`config.mk`:
```
export PLATFORM = sky130hd
export DESIGN_NAME = train_sensor_emulator_flat
export DESIGN_NICKNAME = d
export VERILOG_FILES = /design/src/rtl/train_sensor_emulator_if.sv /design/src/rtl/train_sensor_emulator.sv /design/src/flat_wrapper.sv
export SDC_FILE = /design/constraint.sdc
export NUM_CORES = 1
export LEC_CHECK = 0
export ABC_CLOCK_PERIOD_IN_PS = 8400
export CORE_MARGIN = 4
export CORE_UTILIZATION = 45
export DETAILED_ROUTE_END_ITERATION = 8
export GPL_ROUTABILITY_DRIVEN = 0
export PLACE_DENSITY = 0.66
export SLEW_MARGIN = 20
export SYNTH_ARGS = -nofsm -noshare
export SYNTH_HDL_FRONTEND = slang
export SYNTH_SLANG_ARGS = --single-unit
```
`constraint.sdc`:
```
create_clock -name clk -period 8.4 [get_ports clk]
set_input_delay 1.68 -clock clk [delete_from_list [all_inputs] [get_ports clk]]
set_output_delay 1.68 -clock clk [all_outputs]
set_load 0.02 [all_outputs]
```
`src/rtl/train_sensor_emulator_if.sv`:
```
// Control and sensor-line bundle between a stimulus master and the train sensor emulator.
// The master requests a pass and configures it; the emulator drives S1..S6 and status.
interface train_sensor_emulator_if #(
   parameter int TW = 19,
   parameter int PW = 8
);
   logic          start;
   logic          direction;
   logic [TW-1:0] gap_ticks;
   logic [PW-1:0] pulse_ticks;
   logic          abort;
   logic          S1;
   logic          S2;
   logic          S3;
   logic          S4;
   logic          S5;
   logic          S6;
   logic          busy;
   logic          done;
   logic [2:0]    pos;

   modport master (
      output start, direction, gap_ticks, pulse_ticks, abort,
      input  S1, S2, S3, S4, S5, S6, busy, done, pos
   );

   modport slave (
      input  start, direction, gap_ticks, pulse_ticks, abort,
      output S1, S2, S3, S4, S5, S6, busy, done, pos
   );
endinterface

```
`src/rtl/train_sensor_emulator.sv`:
```
// Emulates one train crossing six track sensors in either direction, with programmable
// pulse width and inter-sensor gap, driving registered sensor lines for the controller.
//
// state | meaning
// IDLE  | waiting for start; all outputs low
// PULSE | current sensor line high, counting P cycles
// GAP   | all lines low between sensors, counting G cycles; pos already advanced
// DONE  | one-cycle done pulse, busy low
module train_sensor_emulator #(
   parameter int TW = 19,
   parameter int PW = 8
) (
   input  logic                    clk,
   input  logic                    rst_n,
   train_sensor_emulator_if.slave  bus
);

   typedef enum logic [1:0] {IDLE, PULSE, GAP, DONE} state_t;

   state_t        state, state_nxt;
   logic [TW-1:0] cnt, cnt_nxt;
   logic [2:0]    cur, cur_nxt;
   logic          dir_q, dir_nxt;
   logic [TW-1:0] gap_q, gap_nxt;
   logic [PW-1:0] pm1_q, pm1_nxt;
   logic [PW-1:0] pm1_in;

   logic [5:0]    s_q, s_nxt;
   logic          busy_q, busy_nxt;
   logic          done_q, done_nxt;
   logic [2:0]    pos_q, pos_nxt;

   logic          is_last;
   logic [2:0]    cur_adv;

   // pulse_ticks of 0 behaves as 1, so the stored reload value is max(P,1)-1
   assign pm1_in  = (bus.pulse_ticks == '0) ? '0 : bus.pulse_ticks - PW'(1);
   assign is_last = dir_q ? (cur == 3'd1) : (cur == 3'd6);
   assign cur_adv = dir_q ? (cur - 3'd1) : (cur + 3'd1);

   always_ff @(posedge clk or negedge rst_n) begin
      if (!rst_n) begin
         state  <= IDLE;
         cnt    <= '0;
         cur    <= '0;
         dir_q  <= 1'b0;
         gap_q  <= '0;
         pm1_q  <= '0;
         s_q    <= '0;
         busy_q <= 1'b0;
         done_q <= 1'b0;
         pos_q  <= '0;
      end else begin
         state  <= state_nxt;
         cnt    <= cnt_nxt;
         cur    <= cur_nxt;
         dir_q  <= dir_nxt;
         gap_q  <= gap_nxt;
         pm1_q  <= pm1_nxt;
         s_q    <= s_nxt;
         busy_q <= busy_nxt;
         done_q <= done_nxt;
         pos_q  <= pos_nxt;
      end
   end

   always_comb begin
      state_nxt = state;
      cnt_nxt   = cnt;
      cur_nxt   = cur;
      dir_nxt   = dir_q;
      gap_nxt   = gap_q;
      pm1_nxt   = pm1_q;

      case (state)
         IDLE: begin
            if (bus.start && !bus.abort) begin
               state_nxt = PULSE;
               dir_nxt   = bus.direction;
               gap_nxt   = bus.gap_ticks;
               pm1_nxt   = pm1_in;
               cnt_nxt   = TW'(pm1_in);
               cur_nxt   = bus.direction ? 3'd6 : 3'd1;
            end
         end
         PULSE: begin
            if (bus.abort) begin
               state_nxt = IDLE;
               cur_nxt   = '0;
            end else if (cnt != '0) begin
               cnt_nxt = cnt - TW'(1);
            end else if (is_last) begin
               state_nxt = DONE;
               cur_nxt   = '0;
            end else begin
               cur_nxt = cur_adv;
               // zero gap chains the next sensor directly, no low cycle in between
               if (gap_q == '0) begin
                  cnt_nxt = TW'(pm1_q);
               end else begin
                  state_nxt = GAP;
                  cnt_nxt   = gap_q - TW'(1);
               end
            end
         end
         GAP: begin
            if (bus.abort) begin
               state_nxt = IDLE;
               cur_nxt   = '0;
            end else if (cnt != '0) begin
               cnt_nxt = cnt - TW'(1);
            end else begin
               state_nxt = PULSE;
               cnt_nxt   = TW'(pm1_q);
            end
         end
         DONE: begin
            state_nxt = IDLE;
            cur_nxt   = '0;
         end
         default: begin
            state_nxt = IDLE;
            cur_nxt   = '0;
         end
      endcase
   end

   // Outputs are decoded from the next state so they land in flops alongside it
   always_comb begin
      s_nxt    = '0;
      busy_nxt = (state_nxt == PULSE) || (state_nxt == GAP);
      done_nxt = (state_nxt == DONE);
      pos_nxt  = busy_nxt ? cur_nxt : 3'd0;
      if (state_nxt == PULSE) begin
         case (cur_nxt)
            3'd1:    s_nxt = 6'b000001;
            3'd2:    s_nxt = 6'b000010;
            3'd3:    s_nxt = 6'b000100;
            3'd4:    s_nxt = 6'b001000;
            3'd5:    s_nxt = 6'b010000;
            3'd6:    s_nxt = 6'b100000;
            default: s_nxt = 6'b000000;
         endcase
      end
   end

   assign bus.S1   = s_q[0];
   assign bus.S2   = s_q[1];
   assign bus.S3   = s_q[2];
   assign bus.S4   = s_q[3];
   assign bus.S5   = s_q[4];
   assign bus.S6   = s_q[5];
   assign bus.busy = busy_q;
   assign bus.done = done_q;
   assign bus.pos  = pos_q;

endmodule

```
`src/flat_wrapper.sv`:
```
// flat-port wrapper written by rule: the top's interface ports become plain ports
module train_sensor_emulator_flat 
#(
   parameter int TW = 19,
   parameter int PW = 8
)
  (clk, rst_n, bus_start, bus_direction, bus_gap_ticks, bus_pulse_ticks, bus_abort, bus_S1, bus_S2, bus_S3, bus_S4, bus_S5, bus_S6, bus_busy, bus_done, bus_pos);
  train_sensor_emulator_if #(.TW(TW), .PW(PW)) bus_i ();
  input  logic clk;
  input  logic rst_n;
  input wire logic [$bits(bus_i.start)-1:0] bus_start;
  input wire logic [$bits(bus_i.direction)-1:0] bus_direction;
  input wire logic [$bits(bus_i.gap_ticks)-1:0] bus_gap_ticks;
  input wire logic [$bits(bus_i.pulse_ticks)-1:0] bus_pulse_ticks;
  input wire logic [$bits(bus_i.abort)-1:0] bus_abort;
  output wire logic [$bits(bus_i.S1)-1:0] bus_S1;
  output wire logic [$bits(bus_i.S2)-1:0] bus_S2;
  output wire logic [$bits(bus_i.S3)-1:0] bus_S3;
  output wire logic [$bits(bus_i.S4)-1:0] bus_S4;
  output wire logic [$bits(bus_i.S5)-1:0] bus_S5;
  output wire logic [$bits(bus_i.S6)-1:0] bus_S6;
  output wire logic [$bits(bus_i.busy)-1:0] bus_busy;
  output wire logic [$bits(bus_i.done)-1:0] bus_done;
  output wire logic [$bits(bus_i.pos)-1:0] bus_pos;
  assign bus_i.start = bus_start;
  assign bus_i.direction = bus_direction;
  assign bus_i.gap_ticks = bus_gap_ticks;
  assign bus_i.pulse_ticks = bus_pulse_ticks;
  assign bus_i.abort = bus_abort;
  assign bus_S1 = bus_i.S1;
  assign bus_S2 = bus_i.S2;
  assign bus_S3 = bus_i.S3;
  assign bus_S4 = bus_i.S4;
  assign bus_S5 = bus_i.S5;
  assign bus_S6 = bus_i.S6;
  assign bus_busy = bus_i.busy;
  assign bus_done = bus_i.done;
  assign bus_pos = bus_i.pos;
  train_sensor_emulator #(.TW(TW), .PW(PW)) u_core (.clk(clk), .rst_n(rst_n), .bus(bus_i));
endmodule
```
==> flow_results.org <==
** Run status
- Status :: finished clean

** Power
- The design draws 1280 uW.
- Max IR drop VDD :: 0.135 mV
- Total power per unit cell area :: 269 nW/um2
- Leakage power :: 0.00188 uW

** Synth
- Yosys printed 0 warnings.
- Unique masters post-synth :: 63
- Number of nets produced by synthesis :: 500
- In the synthesized netlist the dominant register cell turns out to be sky130_fd_sc_hd__dfrtp_1.
- Most frequent cells after synthesis :: 63 x sky130_fd_sc_hd__dfrtp_1, 38 x sky130_fd_sc_hd__nand2_1, 33 x sky130_fd_sc_hd__nor2_1, 30 x sky130_fd_sc_hd__o21ai_0, 28 x sky130_fd_sc_hd__nor3_1
- Area share of the largest cell type after synthesis :: 0.381
- After synthesis the netlist holds a flip-flop and latch count of 63.
- EDFF count, synth :: 0
- Most area-hungry cell type in the Yosys netlist :: sky130_fd_sc_hd__dfrtp_1
- Netlist area before placement :: 4140 um2
- Averaged over all synthesized cells, the footprint is 9.13 um2.
- For this run, asynchronously set or reset flops after synthesis account for 1.00.
- In the post-synthesis netlist, the cell with the most instances is sky130_fd_sc_hd__dfrtp_1.
- Sequential fraction of the synthesis area :: 0.381
- After technology mapping, the gate count stands at 453.
- By area the synthesized netlist is led by sky130_fd_sc_hd__dfrtp_1 38%, sky130_fd_sc_hd__mux2_2 5.7%, sky130_fd_sc_hd__ha_1 4.5%, sky130_fd_sc_hd__xnor2_1 4.0%, sky130_fd_sc_hd__o21ai_0 3.6%.

** Placement
- Detailed placement finished with a half-perimeter wire length of 7360 um.
- The count of buffers added on input and output ports is 42.
- Placed instance count :: 582

** Critical path
- Capture point of the worst reg-to-reg path :: u_core.s_q[5]$_DFF_PN0_
- Measured in cells, the most critical reg-to-reg path has a length of 9.
- Nature of the critical path startpoint :: primary input
- Worst reg2reg path startpoint :: u_core.gap_q[11]$_DFFE_PN0P_
- STA classifies the critical path endpoint as a flip-flop.
- STA puts the critical path data arrival time at 3.95 ns.
- Of all nets on the critical path, the largest fanout is 37.
- Critical path data required time :: 8.65 ns
- By startpoint and endpoint, the worst setup path is classified as in -> reg.
- The setup check on the worst reg-to-reg path leaves a slack of 5.00 ns.

** Clocking
- No sink is reached through more buffers than the 2 on the longest clock path.
- Clock-pin slew was measured on the worst setup and hold paths at 0.07 ns.
- Clock tree synthesis found a total of 63 sinks.
- Count of hold buffers inserted by post-cts repair :: 0
- Clock root buffer master :: sky130_fd_sc_hd__clkbuf_8
- The number of gates resized after CTS was 0.
- TritonCTS built the clock tree.
- Clock H-tree levels :: 3
- Once the clock tree was built, the setup fixing pass inserted 0 buffers.
- Worst-Skew Late Latency :: 0.34 ns
- Counting the buffers created by CTS gives 9.

** GRT
- Vias in the first global route :: 3456
- Largest net degree at the start of global routing :: 64
- For this run, the total global-route usage over all layers was measured as 0.194.
- Congestion Overflow GR :: 0
- Wire length of the first global-routing pass :: 17400 um
- Initial antenna violation count :: 0

** Timing
- Slew at the pin with the worst max-slew slack :: 0.941 ns
- The worst pin sits at a relative slew slack of 0.373.
- Based on the critical path, the design can be clocked at up to 270 MHz.
- Number of pins exceeding their max-slew limit in the final report :: 0
- The number of hold violations in the final report came to 0.
- Unrepaired setup endpoints after global routing :: no
- In the final timing run, aggregate negative setup slack is 0 ns.
- Worst clock skew :: 0.00814 ns
- Number of endpoints failing setup at the final stage :: 0
- Period minus WS final :: 3.70 ns
- Share of the cycle needed by the critical path after routing :: 0.441

** Die
- Vertical extent of the die :: 104 um
- Effective utilization at floorplan :: 0.468
- Die X-Extent :: 104 um
- The floorplan step defined a core boundary enclosing 8850 um2.
- In this run the count of I/O pins placed on the die edge is 43.
- Area of the die :: 10800 um2
- Site row count :: 34

** Final layout
- Layout area overhead :: 14.6%
- Layout cell share with drive strength beyond 1 :: 0.110
- Final non-filler cell total :: 597
- The repair_antennas step left the layout with diodes totalling 0.
- Number of nets in the finished design :: 532
- Number of fill cells in the layout :: 838

** Routing
- Dividing the detail-routed via count by the number of cells gives 6.08.
- Total vias in the final route :: 3632
- The first TritonRoute pass finished after 5 iterations.
- For this run, design rule violations remaining after detail routing come to 0.
- In the final routed layout, each cell accounts on average for 17.2 um.
- The count of nets left with antenna violations once routing finished came out at 0.
- Total Routed Length :: 10300 um
- Initial DRC count :: 286

** Flow run
- The tool flagged a number of max-cap violations equal to 0.

** Hold path
- In this run the worst hold path is classified as reg -> reg.
- Hold-critical path endpoint :: u_core.pm1_q[5]$_DFFE_PN0P_
- The worst hold path passes through 2 cells.
- Hold path startpoint :: u_core.pm1_q[5]$_DFFE_PN0P_
-- cell usage in the layout, fill, tap and decap left out, drive strengths merged, types with 12 or more instances in the layout --
master	n
dfrtp	63
clkdlybuf4s50	41
nand2	39
o21ai	37
nor2	34
nor3	28
mux2	21
a21oi	20
xnor2	19
inv	16
ha	15
nand3	14
nor4	12
-- kinds of logic (layout without fill, tap and decap cells) --
family          after synthesis  in the layout  synth area share
compound gates              107            107             0.171
mux                          27             27            0.0747
buf+inv                      39             75            0.0472
flops                        63             63             0.381
simple gates                174            174             0.222
fa+ha+maj                    15             15            0.0454
xor+xnor                     28             28            0.0593
-- through the flow --
step                      setup slack (ns)  hold slack [ns]  area, um2   util
after floorplan                       4.93            0.449       4140      -
after global routing                  4.47            0.525       4740  0.536
after global placement                4.51            0.486       4580  0.517
final                                 4.70            0.501       4740  0.536
after CTS                             4.75            0.502       4740  0.536
after detailed placement              4.44            0.486       4580  0.517
-- worst max-delay path by stage --
stage | start | end | slack, ns
after floorplan | bus_abort | u_core.s_q[3]$_DFF_PN0_ | 4.93
after global placement | bus_abort | u_core.s_q[5]$_DFF_PN0_ | 4.51
after detailed placement | bus_abort | u_core.s_q[1]$_DFF_PN0_ | 4.44
after CTS | bus_abort | u_core.s_q[3]$_DFF_PN0_ | 4.75
after global routing | bus_abort | u_core.s_q[5]$_DFF_PN0_ | 4.47
final | bus_abort | u_core.s_q[5]$_DFF_PN0_ | 4.70
-- metal layers --
| metal | vias up | GRT usage | part of all wire |
|---|---|---|---|
| met5 | - | 0 | 0 |
| met1 | 1718 | 0.261 | 0.43 |
| met2 | 184 | 0.312 | 0.47 |
| met4 | 0 | 0.0494 | 0.011 |
| li1 | 1715 | - | - |
| met3 | 15 | 0.0490 | 0.087 |
-- flip-flops by register name (all words and copies together), names as in the netlist --
signal and flops:
u_core.cnt 19, u_core.gap_q 19, u_core.dir_q 1, u_core.bus.pos 3, u_core.bus.busy 1, u_core.s_q 6, u_core.bus.done 1, u_core.cur 3
u_core.state 2, u_core.pm1_q 8
-- critical path: stages --
cell and delay, ns:
sky130_fd_sc_hd__clkdlybuf4s50_1 0.54, sky130_fd_sc_hd__nor2b_1 0.32, sky130_fd_sc_hd__nand2_1 0.09, sky130_fd_sc_hd__buf_4 0.29, sky130_fd_sc_hd__nand2_1 0.11, sky130_fd_sc_hd__o22ai_1 0.08, sky130_fd_sc_hd__nor2_1 0.23, sky130_fd_sc_hd__ha_1 0.22
sky130_fd_sc_hd__o2111ai_1 0.16, sky130_fd_sc_hd__nor3b_1 0.22
-- layout make-up --
type / instances / area (um2) / area share
Clock buffer: 11 / 141 / 0.0298
Clock inverter: 4 / 22.5 / 0.00475
Inverter: 16 / 60.1 / 0.0127
Multi-Input combinational cell: 351 / 2370 / 0.501
Sequential cell: 63 / 1580 / 0.333
Tap cell: 108 / 135 / 0.0285
Timing Repair Buffer: 44 / 430 / 0.0908
-- power by group --
| group | switching (uW) | internal, uW |
|---|---|---|
| clock network | 113 | 112 |
| logic | 306 | 234 |
| registers | 110 | 399 |
| total | 530 | 746 |
(Power assumes the default switching activity.)
